==> src/rtl/pe_status_cfg_if.sv <==
// Host config stream in, status-register write port out, for pe_status_cfg_writer.
interface pe_status_cfg_if #(
  parameter int NUM_PE = 64,
  parameter int ADDR_W = 7,
  parameter int DATA_W = 16
);
  logic              soft_clr;
  logic              in_valid;
  logic [DATA_W-1:0] in_data;
  logic              in_ready;
  logic              write_en;
  logic [ADDR_W-1:0] write_addr;
  logic [DATA_W-1:0] write_data;
  logic [NUM_PE-1:0] pe_sel;
  logic              busy;
  logic              done;
  logic              err;

  modport master (
    output soft_clr, in_valid, in_data,
    input  in_ready, write_en, write_addr, write_data, pe_sel, busy, done, err
  );

  modport slave (
    input  soft_clr, in_valid, in_data,
    output in_ready, write_en, write_addr, write_data, pe_sel, busy, done, err
  );
endinterface

==> src/rtl/pe_status_cfg_writer.sv <==
// Decodes host config packets (HDR0, HDR1, payload) into registered status-register
// writes to one PE or all PEs; malformed headers are reported and their payload drained.
module pe_status_cfg_writer #(
  parameter int NUM_PE   = 64,
  parameter int ADDR_W   = 7,
  parameter int DATA_W   = 16,
  parameter int MAX_ADDR = 68
) (
  input  logic            clk,
  input  logic            rst,
  pe_status_cfg_if.slave  bus
);

  localparam logic [2:0] IDLE  = 3'd0;
  localparam logic [2:0] HDR1  = 3'd1;
  localparam logic [2:0] DATA  = 3'd2;
  localparam logic [2:0] DRAIN = 3'd3;
  localparam logic [2:0] FIN   = 3'd4;

  logic [2:0]        state_q, state_d;
  logic              bcast_q, bcast_d;
  logic [5:0]        pe_idx_q, pe_idx_d;
  logic [ADDR_W-1:0] start_addr_q, start_addr_d;
  logic [ADDR_W-1:0] cur_addr_q, cur_addr_d;
  logic [5:0]        rem_q, rem_d;
  logic              write_en_q, write_en_d;
  logic [ADDR_W-1:0] write_addr_q, write_addr_d;
  logic [DATA_W-1:0] write_data_q, write_data_d;
  logic [NUM_PE-1:0] pe_sel_q, pe_sel_d;
  logic              done_q, done_d;
  logic              err_q, err_d;

  logic              xfer;
  logic [5:0]        cnt;
  logic [ADDR_W+1:0] last_addr;
  logic              hdr_err;
  logic [NUM_PE-1:0] sel_mask;

  assign xfer = bus.in_valid & bus.in_ready;
  assign cnt  = bus.in_data[5:0];

  // Two extra bits keep start + 2*(count-1) from wrapping; count==0 is flagged separately.
  assign last_addr = (ADDR_W+2)'(start_addr_q) + (ADDR_W+2)'({cnt, 1'b0}) - (ADDR_W+2)'(2);

  assign hdr_err = (cnt == 6'd0) || start_addr_q[0] ||
                   (last_addr > (ADDR_W+2)'(MAX_ADDR)) ||
                   (!bcast_q && (32'(pe_idx_q) >= 32'(NUM_PE)));

  assign sel_mask = bcast_q ? {NUM_PE{1'b1}}
                            : ({{(NUM_PE-1){1'b0}}, 1'b1} << pe_idx_q);

  always_comb begin
    state_d      = state_q;
    bcast_d      = bcast_q;
    pe_idx_d     = pe_idx_q;
    start_addr_d = start_addr_q;
    cur_addr_d   = cur_addr_q;
    rem_d        = rem_q;
    write_en_d   = 1'b0;
    write_addr_d = write_addr_q;
    write_data_d = write_data_q;
    pe_sel_d     = '0;
    done_d       = 1'b0;
    err_d        = 1'b0;

    case (state_q)
      IDLE: if (xfer) begin
        bcast_d      = bus.in_data[15];
        pe_idx_d     = bus.in_data[13:8];
        start_addr_d = bus.in_data[ADDR_W-1:0];
        state_d      = HDR1;
      end
      HDR1: if (xfer) begin
        rem_d = cnt;
        if (hdr_err) begin
          err_d   = 1'b1;
          state_d = (cnt == 6'd0) ? IDLE : DRAIN;
        end else begin
          cur_addr_d = start_addr_q;
          state_d    = DATA;
        end
      end
      DATA: if (xfer) begin
        write_en_d   = 1'b1;
        write_addr_d = cur_addr_q;
        write_data_d = bus.in_data;
        pe_sel_d     = sel_mask;
        cur_addr_d   = cur_addr_q + ADDR_W'(2);
        rem_d        = rem_q - 6'd1;
        // done is registered with the last write so both appear in the FIN cycle
        if (rem_q == 6'd1) begin
          done_d  = 1'b1;
          state_d = FIN;
        end
      end
      DRAIN: if (xfer) begin
        rem_d = rem_q - 6'd1;
        if (rem_q == 6'd1) state_d = IDLE;
      end
      FIN:     state_d = IDLE;
      default: state_d = IDLE;
    endcase

    // Abort wins over everything, including a word accepted this same cycle.
    if (bus.soft_clr) begin
      state_d      = IDLE;
      bcast_d      = 1'b0;
      pe_idx_d     = '0;
      start_addr_d = '0;
      cur_addr_d   = '0;
      rem_d        = '0;
      write_en_d   = 1'b0;
      write_addr_d = write_addr_q;
      write_data_d = write_data_q;
      pe_sel_d     = '0;
      done_d       = 1'b0;
      err_d        = 1'b0;
    end
  end

  always_ff @(posedge clk or posedge rst) begin
    if (rst) begin
      state_q      <= IDLE;
      bcast_q      <= 1'b0;
      pe_idx_q     <= '0;
      start_addr_q <= '0;
      cur_addr_q   <= '0;
      rem_q        <= '0;
      write_en_q   <= 1'b0;
      write_addr_q <= '0;
      write_data_q <= '0;
      pe_sel_q     <= '0;
      done_q       <= 1'b0;
      err_q        <= 1'b0;
    end else begin
      state_q      <= state_d;
      bcast_q      <= bcast_d;
      pe_idx_q     <= pe_idx_d;
      start_addr_q <= start_addr_d;
      cur_addr_q   <= cur_addr_d;
      rem_q        <= rem_d;
      write_en_q   <= write_en_d;
      write_addr_q <= write_addr_d;
      write_data_q <= write_data_d;
      pe_sel_q     <= pe_sel_d;
      done_q       <= done_d;
      err_q        <= err_d;
    end
  end

  assign bus.in_ready   = (state_q != FIN);
  assign bus.busy       = (state_q != IDLE);
  assign bus.write_en   = write_en_q;
  assign bus.write_addr = write_addr_q;
  assign bus.write_data = write_data_q;
  assign bus.pe_sel     = pe_sel_q;
  assign bus.done       = done_q;
  assign bus.err        = err_q;

endmodule

==> src/flat_wrapper.sv <==
// flat-port wrapper written by rule: the top's interface ports become plain ports
module pe_status_cfg_writer_flat 
#(
  parameter int NUM_PE   = 64,
  parameter int ADDR_W   = 7,
  parameter int DATA_W   = 16,
  parameter int MAX_ADDR = 68
)
  (clk, rst, bus_soft_clr, bus_in_valid, bus_in_data, bus_in_ready, bus_write_en, bus_write_addr, bus_write_data, bus_pe_sel, bus_busy, bus_done, bus_err);
  pe_status_cfg_if #(.NUM_PE(NUM_PE), .ADDR_W(ADDR_W), .DATA_W(DATA_W)) bus_i ();
  input  logic clk;
  input  logic rst;
  input wire logic [$bits(bus_i.soft_clr)-1:0] bus_soft_clr;
  input wire logic [$bits(bus_i.in_valid)-1:0] bus_in_valid;
  input wire logic [$bits(bus_i.in_data)-1:0] bus_in_data;
  output wire logic [$bits(bus_i.in_ready)-1:0] bus_in_ready;
  output wire logic [$bits(bus_i.write_en)-1:0] bus_write_en;
  output wire logic [$bits(bus_i.write_addr)-1:0] bus_write_addr;
  output wire logic [$bits(bus_i.write_data)-1:0] bus_write_data;
  output wire logic [$bits(bus_i.pe_sel)-1:0] bus_pe_sel;
  output wire logic [$bits(bus_i.busy)-1:0] bus_busy;
  output wire logic [$bits(bus_i.done)-1:0] bus_done;
  output wire logic [$bits(bus_i.err)-1:0] bus_err;
  assign bus_i.soft_clr = bus_soft_clr;
  assign bus_i.in_valid = bus_in_valid;
  assign bus_i.in_data = bus_in_data;
  assign bus_in_ready = bus_i.in_ready;
  assign bus_write_en = bus_i.write_en;
  assign bus_write_addr = bus_i.write_addr;
  assign bus_write_data = bus_i.write_data;
  assign bus_pe_sel = bus_i.pe_sel;
  assign bus_busy = bus_i.busy;
  assign bus_done = bus_i.done;
  assign bus_err = bus_i.err;
  pe_status_cfg_writer #(.NUM_PE(NUM_PE), .ADDR_W(ADDR_W), .DATA_W(DATA_W), .MAX_ADDR(MAX_ADDR)) u_core (.clk(clk), .rst(rst), .bus(bus_i));
endmodule
==> config.mk <==
export PLATFORM = sky130hd
export DESIGN_NAME = pe_status_cfg_writer_flat
export DESIGN_NICKNAME = d
export VERILOG_FILES = /design/src/rtl/pe_status_cfg_if.sv /design/src/rtl/pe_status_cfg_writer.sv /design/src/flat_wrapper.sv
export SDC_FILE = /design/constraint.sdc
export NUM_CORES = 1
export LEC_CHECK = 0
export ABC_AREA = 1
export CAP_MARGIN = 25
export CORE_MARGIN = 5
export CORE_UTILIZATION = 63
export DETAILED_ROUTE_END_ITERATION = 7
export DONT_BUFFER_PORTS = 1
export PLACE_DENSITY = 0.89
export SYNTH_ARGS = -nofsm -noshare
export SYNTH_HDL_FRONTEND = slang
export SYNTH_SLANG_ARGS = --single-unit
==> constraint.sdc <==
create_clock -name clk -period 5.6 [get_ports clk]
set_clock_uncertainty 0.15 [all_clocks]
set_input_delay 1.12 -clock clk [delete_from_list [all_inputs] [get_ports clk]]
set_output_delay 1.12 -clock clk [all_outputs]
set_load 0.01 [all_outputs]
# Yosys cells after proc, flatten, opt, wreduce, memory -nomap -nowiden
# Index checks and enable logic that the tools add are counted.
# W data, S select, Z words.
dict set report op_classes {
  n_addsub 4
  magnitude_cmp 1
  n_eq_ne 13
  n_shift 1
  mux 43
  bitwise_logic 2
  reduce_logical 15
}
# op count
set ops {}
lappend ops {{$mux W64} 4}
lappend ops {{$shl A1 B6 Y64 const A} 1}
lappend ops {{$mux W7} 7}
lappend ops {{$mux W6} 6}
lappend ops {{$mux W3} 8}
lappend ops {{$ne A3 B2 Y1 const B} 6}
lappend ops {{$mux W1} 14}
lappend ops {{$pmux W7 S2} 1}
lappend ops {{$pmux W3 S4} 1}
lappend ops {{$pmux W6 S2} 1}
lappend ops {{$gt A9 B7 Y1 const B} 1}
lappend ops {{$reduce_bool A3 Y1} 3}
lappend ops {{$sub A9 B2 Y9 const B} 1}
lappend ops {{$add A7 B7 Y8} 1}
lappend ops {{$add A7 B2 Y7 const B} 1}
lappend ops {{$eq A3 B2 Y1 const B} 2}
lappend ops {{$eq A6 B1 Y1 const B} 1}
lappend ops {{$logic_not A6 Y1} 1}
lappend ops {{$ne A3 B3 Y1 const B} 2}
lappend ops {{$reduce_and A3 Y1} 2}
lappend ops {{$reduce_and A6 Y1} 1}
lappend ops {{$sub A6 B1 Y6 const B} 1}
lappend ops {{$reduce_and A4 Y1} 1}
lappend ops {{$reduce_bool A2 Y1} 2}
lappend ops {{other kinds (9)} 10}
dict set report word_totals {
  regBits 120
  in_bits 20
  out_inout_bits 92
  wordCells 91
}

# Longest topological paths before layout
dict set report logic_depth {
  ltp_word 8
  depth_mapped 18
  depth_no_buf 18
}

# Least setup slack after synthesis
# Ideal clock, no wire load.
dict set report synth_path {
  path_kind {input -> register}
  startpoint {input port bus_in_data[0]}
  endpoint {register u_core.cur_addr_q[3]}
  setup_time_ns 0.117
  t_arrival_ns 2.861
  required_time_ns 5.333
  setup_slack_ns 2.472
  stages 16
  path_buffers 0
  cell_sequence {ha_1 -> fa_1 -> inv_1 -> ha_1 -> nand2_1 -> o21ai_1 -> nor2_1 -> nand2_1 -> nor2_1 -> nand3b_1 -> nand2_1 -> nand2_2 -> nand2_4 -> nand2_4 -> nand2_1 -> nand2_1}
}
dict set report synth_via {
  elab_chain_len 6
  elab_cells_between_ends 8
  classes_between {2 x add/sub; 1 x order compare; 1 x eq/ne; 4 x reduce/logical}
}
# element line_no
set synth_lines {}
lappend synth_lines {{start: declaration} flat_wrapper.sv:15} ;# input wire logic [$bits(bus_i.in_data)-1:0] bus_in_data;
lappend synth_lines {{$add A7 B7 Y8} pe_status_cfg_writer.sv:43} ;# assign last_addr = (ADDR_W+2)'(start_addr_q) + (ADDR_W+2)'({cnt, 1'b0}) - (ADDR_W+2)'(2);
lappend synth_lines {{$sub A9 B2 Y9} pe_status_cfg_writer.sv:43}
lappend synth_lines {{$gt A9 B7 Y1} pe_status_cfg_writer.sv:46} ;# (last_addr > (ADDR_W+2)'(MAX_ADDR)) ||
lappend synth_lines {{$logic_or A1 B1 Y1 (*)} pe_status_cfg_writer.sv:45} ;# assign hdr_err = (cnt == 6'd0) || start_addr_q[0] ||
lappend synth_lines {{$ne A3 B3 Y1 (no line) (*)} -}
lappend synth_lines {{$reduce_and A4 Y1 (no line) (*)} -}
lappend synth_lines {{end signal: assignment} pe_status_cfg_writer.sv:140} ;# cur_addr_q <= cur_addr_d;
lappend synth_lines {{end: declaration} pe_status_cfg_writer.sv:24} ;# logic [ADDR_W-1:0] cur_addr_q, cur_addr_d;
# Mark *: on every way between the ends. The rest lies on a longest branch, timed or not.
# A chain may end at the register's enable or synchronous reset.

# Worst setup path in the final report
dict set report layout_path {
  startpoint {register u_core.state_q[2]}
  endpoint {register u_core.pe_sel_q[55], in the netlist u_core.bus.pe_sel[55]}
}
dict set report layout_via {
  elab_chain_len 5
  elab_cells_between_ends 6
  classes_between {2 x eq/ne; 3 x mux; 1 x bitwise}
}
# element line_no
set layout_lines {}
lappend layout_lines {{start: declaration} pe_status_cfg_writer.sv:20} ;# logic [2:0] state_q, state_d;
lappend layout_lines {{start signal: assignment} pe_status_cfg_writer.sv:136} ;# state_q <= state_d;
lappend layout_lines {{$ne A3 B3 Y1} pe_status_cfg_writer.sv:151} ;# assign bus.in_ready = (state_q != FIN);
lappend layout_lines {{$and A1 B1 Y1} pe_status_cfg_writer.sv:39} ;# assign xfer = bus.in_valid & bus.in_ready;
lappend layout_lines {{$mux W64} pe_status_cfg_writer.sv:83} ;# DATA: if (xfer) begin
lappend layout_lines {{$mux W64 (*)} pe_status_cfg_writer.sv:66} ;# case (state_q)
lappend layout_lines {{$mux W64 (*)} pe_status_cfg_writer.sv:105} ;# if (bus.soft_clr) begin
lappend layout_lines {{named net u_core.pe_sel_d[55]} pe_status_cfg_writer.sv:29} ;# logic [NUM_PE-1:0] pe_sel_q, pe_sel_d;
lappend layout_lines {{end signal: assignment} pe_status_cfg_writer.sv:145} ;# pe_sel_q <= pe_sel_d;
lappend layout_lines {{end: declaration} pe_status_cfg_writer.sv:29}
# Mark *: on every way through the listed nets, which the timed path passes. The rest lies on a longest branch.

==> metrics.md <==
| Metric | Value |
|---|---|
| Share of the synthesized area in the top cell type | `0.526` |
| Post-Place Cell Area | `0.00569 mm^2` |
| Post-synthesis sequential area ratio | `0.526` |
| Cts repair resizes | `0` |
| Final setup fails | `0` |
| CTS tree | `yes` |
| Crit path max fanout | `49` |
| Post-CTS Hold Fix Bufs | `0` |
| Distinct cells, synth | `36` |
| Post-synth top area cell | `dfrtp_1` |
| Clock latency on the worst-skew pair | `0.52 ns` |
| Slowest cell on crit path | `clkinv_2` |
| WP data required | `5.87 ns` |
| Syn Nets | `669` |
| Simple-gate share of the synthesized area | `0.222` |
| GRT Util Overall | `0.249` |
| Share of cells above drive strength 1 | `0.160` |
| Period Utilization, post-route | `0.524` |
| Post-synth EDFFs | `0` |
| Switch share | `0.366` |
| Mapped Cells | `638` |
| WP buf/inv | `4` |
| Count leader, synth | `dfrtp_1` |
| Initial antenna violation count | `0` |
| Clock share of power | `0.347` |
| Synth area leaders | `dfrtp_1 (53%), nand2_1 (7.8%), a21oi_2 (5.5%)` |
| Critical path, cell by cell | `nor2_4, inv_2, nor2_8, nand2_4, nor2_8, clkinv_2, buf_12, buf_4, a21oi_1` |
| IO buf count | `0` |
| Compound-Gate Fraction of Synth Area | `0.144` |
| Post-synthesis mux area share | `0` |
| Hpwl dp | `9.40 mm` |
| Layout filler cell count | `637` |
| Post-route setup TNS | `0 ns` |
| Initial Util | `0.651` |
| H-Tree Level Count | `4` |
| DRT antenna net count | `0` |
| Final Core Density | `0.716` |
| Die Y | `105 um` |
| Met2 GRT Util | `0.410` |
| Worst relative slew slack | `0.335` |
| GR Overflow Total | `0` |
| Fin Hold WS | `0.347 ns` |
| Synth top cells by count | `dfrtp_1 (120), nand2_1 (119), nor2_1 (63)` |
| Clk sink count | `120` |
| Crit-path max cell delay | `0.51 ns` |
| CTS clk-pin slew, worst paths | `0.06 ns` |
| Multi-input logic area | `0.00227 mm^2` |
| DR vias/cell | `5.99` |
| Vias | `4471` |
| Max cap viols | `0` |
| Fin crit period | `2.93 ns` |
| Synthesized flop and latch total | `120` |
| Post-synth top flop | `dfrtp_1` |
| Net count, final | `657` |
| Die width | `105 um` |
| Setup Buffers After CTS | `0` |
| Clk root buf | `clkbuf_8` |
| Routed length per instance | `18.1 um` |
| # DRC | `0` |
| Area of the mapped netlist | `0.00571 mm^2` |
| Pre-CTS setup slack | `2.26 ns` |
| FF/Latch Area | `0.00300 mm^2` |
| Status | `complete, no violations` |
| GR Layer Usage met3 | `0.0647` |
| RSZ-0062 raised after global routing | `false` |
| Worst Hold Class | `register to register` |
| Post-route cell area | `0.00628 mm^2` |
| Largest net degree at the start of global routing | `74` |
| Worst setup margin | `2.67 ns` |
| Post-Synth Adder-Cell Area | `0.0254` |
| Delay-heaviest family, CP | `buffers and inverters` |
| Leakage | `2.95 nW` |
| CP endpoint kind | `register` |
| Largest family of logic cells by synthesized area | `simple AND/OR/NAND/NOR gates` |
| Die area | `0.0111 mm^2` |
| Placed instance count | `713` |
| Core Rows | `34` |
| GR Util met1 | `0.311` |
| Sequential power share | `0.405` |
| Power per cell area | `467 mW/mm^2` |
| First-pass GRT wire length | `22.2 mm` |
| Startpoint types | `register` |
| Sw power | `1.07 mW` |
| Syn. warnings | `0` |
| Vias in the first global route | `4362` |
| I/O pins | `112` |
| GRT busiest layer | `met2` |
| GPL Wtd Cong | `0.912` |
| Final Hold Fails | `0` |
| Total CTS buffers | `17` |
| Ant. Diodes | `0` |
| Internal Power | `1.86 mW` |
| Avg Cell Area, Syn | `8.94 um^2` |
| VDD IR max | `0.291 mV` |
| Total power | `2.93 mW` |
| Crit path arrival time | `3.20 ns` |
| Iteration count of the initial detailed-routing pass | `5` |
| Fmax | `341 MHz` |
| Most used cell along the critical path | `nor2_8` |
| Max clock buf depth | `2` |
| Worst slew pin tran | `0.990 ns` |
| Non-Filler Instances | `746` |
| Post-Synth XOR/XNOR Area | `0.00614` |
| Area delta synth->final | `10.0%` |
| Combinational share of power | `0.248` |
| Synth async-reset ratio | `1.00` |
| CP Class | `register to register` |
| Core area | `0.00876 mm^2` |
| Initial drt markers | `327` |
| Slew Limit Fails | `0` |
| Final WL | `13.5 mm` |
worst reg2reg max path, delay by kind of cell, from the launching register on:
family,cells,cell delay (ns)
flops,1,0.45
simple gates,4,0.74
buf+inv,4,1.32
compound gates,1,0.19
power groups by stage:
stage / Sequential (mW) / Clock (mW) / Combinational, mW
after floorplan: 1.12 / 0 / 0.615
after global placement: 1.19 / 0 / 0.667
after detailed placement: 1.20 / 0 / 0.701
after CTS: 1.19 / 1.02 / 0.711
after global routing: 1.21 / 1.07 / 0.822
final: 1.19 / 1.02 / 0.728
routing by layer:
layer,wire (um),up-vias
met2,6870,211
met3,935,35
met4,360,0
met1,5320,2138
li1,-,2087
met5,0,-
worst paths after layout:
check	startpoint	end	slack, ns	cells past startpoint
max reg2reg	u_core.state_q[2]	u_core.bus.pe_sel[55]	2.67	9
max	u_core.state_q[2]	u_core.bus.pe_sel[55]	2.67	9
min reg2reg	u_core.cur_addr_q[5]	u_core.cur_addr_q[5]	0.35	2
min	u_core.cur_addr_q[5]	u_core.cur_addr_q[5]	0.35	2
max in group asynchronous	rst	u_core.bus.pe_sel[24]	3.66	2
min in group asynchronous	rst	u_core.start_addr_q[2]	0.51	1
final cells by class:
cell class,instances,area share
Tap cell,108,0.0215
Sequential cell,120,0.478
Inverter,63,0.0383
Timing Repair Buffer,6,0.0108
Multi-Input combinational cell,418,0.361
Clock inverter,10,0.0151
Clock buffer,21,0.0747
kinds of logic after synthesis:
| logic type | Yosys count |
|---|---|
| AND/OR/NAND/NOR | 273 |
| AO/OA/AOI/OAI | 130 |
| adder cells (fa/ha/maj) | 11 |
| XOR/XNOR | 4 |
| buffers and inverters | 100 |
| flip-flops | 120 |
sequential cells by signal, indices dropped and copies added, names as in the netlist:
name	cells
u_core.bus.write_en	1
u_core.start_addr_q	7
u_core.bus.done	1
u_core.bus.pe_sel	64
u_core.pe_idx_q	6
u_core.state_q	3
u_core.cur_addr_q	7
u_core.bus.err	1
u_core.bcast_q	1
u_core.rem_q	6
u_core.bus.write_data	16
u_core.bus.write_addr	7
cell usage in the layout, fill, tap and decap left out, types with 2 or more instances in the layout:
| cell | instances |
|---|---|
| clkinv_2 | 3 |
| nor4_1 | 3 |
| nor2_2 | 5 |
| xnor2_1 | 2 |
| xor2_1 | 2 |
| a21oi_2 | 36 |
| nand4_1 | 21 |
| o21ai_1 | 4 |
| nand2_1 | 119 |
| buf_12 | 2 |
| inv_2 | 6 |
| nor3_1 | 7 |
| nor2_1 | 63 |
| ha_1 | 10 |
| inv_1 | 55 |
| dfrtp_1 | 120 |
| nor2_8 | 2 |
| o21ai_0 | 30 |
| clkbuf_8 | 5 |
| clkbuf_16 | 16 |
| nand3_1 | 37 |
| a21oi_1 | 37 |
| nand2_2 | 5 |
| o22ai_1 | 20 |
| buf_4 | 3 |
| clkinvlp_4 | 5 |
| nand2_4 | 4 |
No activity file was read; power rests on OpenSTA's default activity.
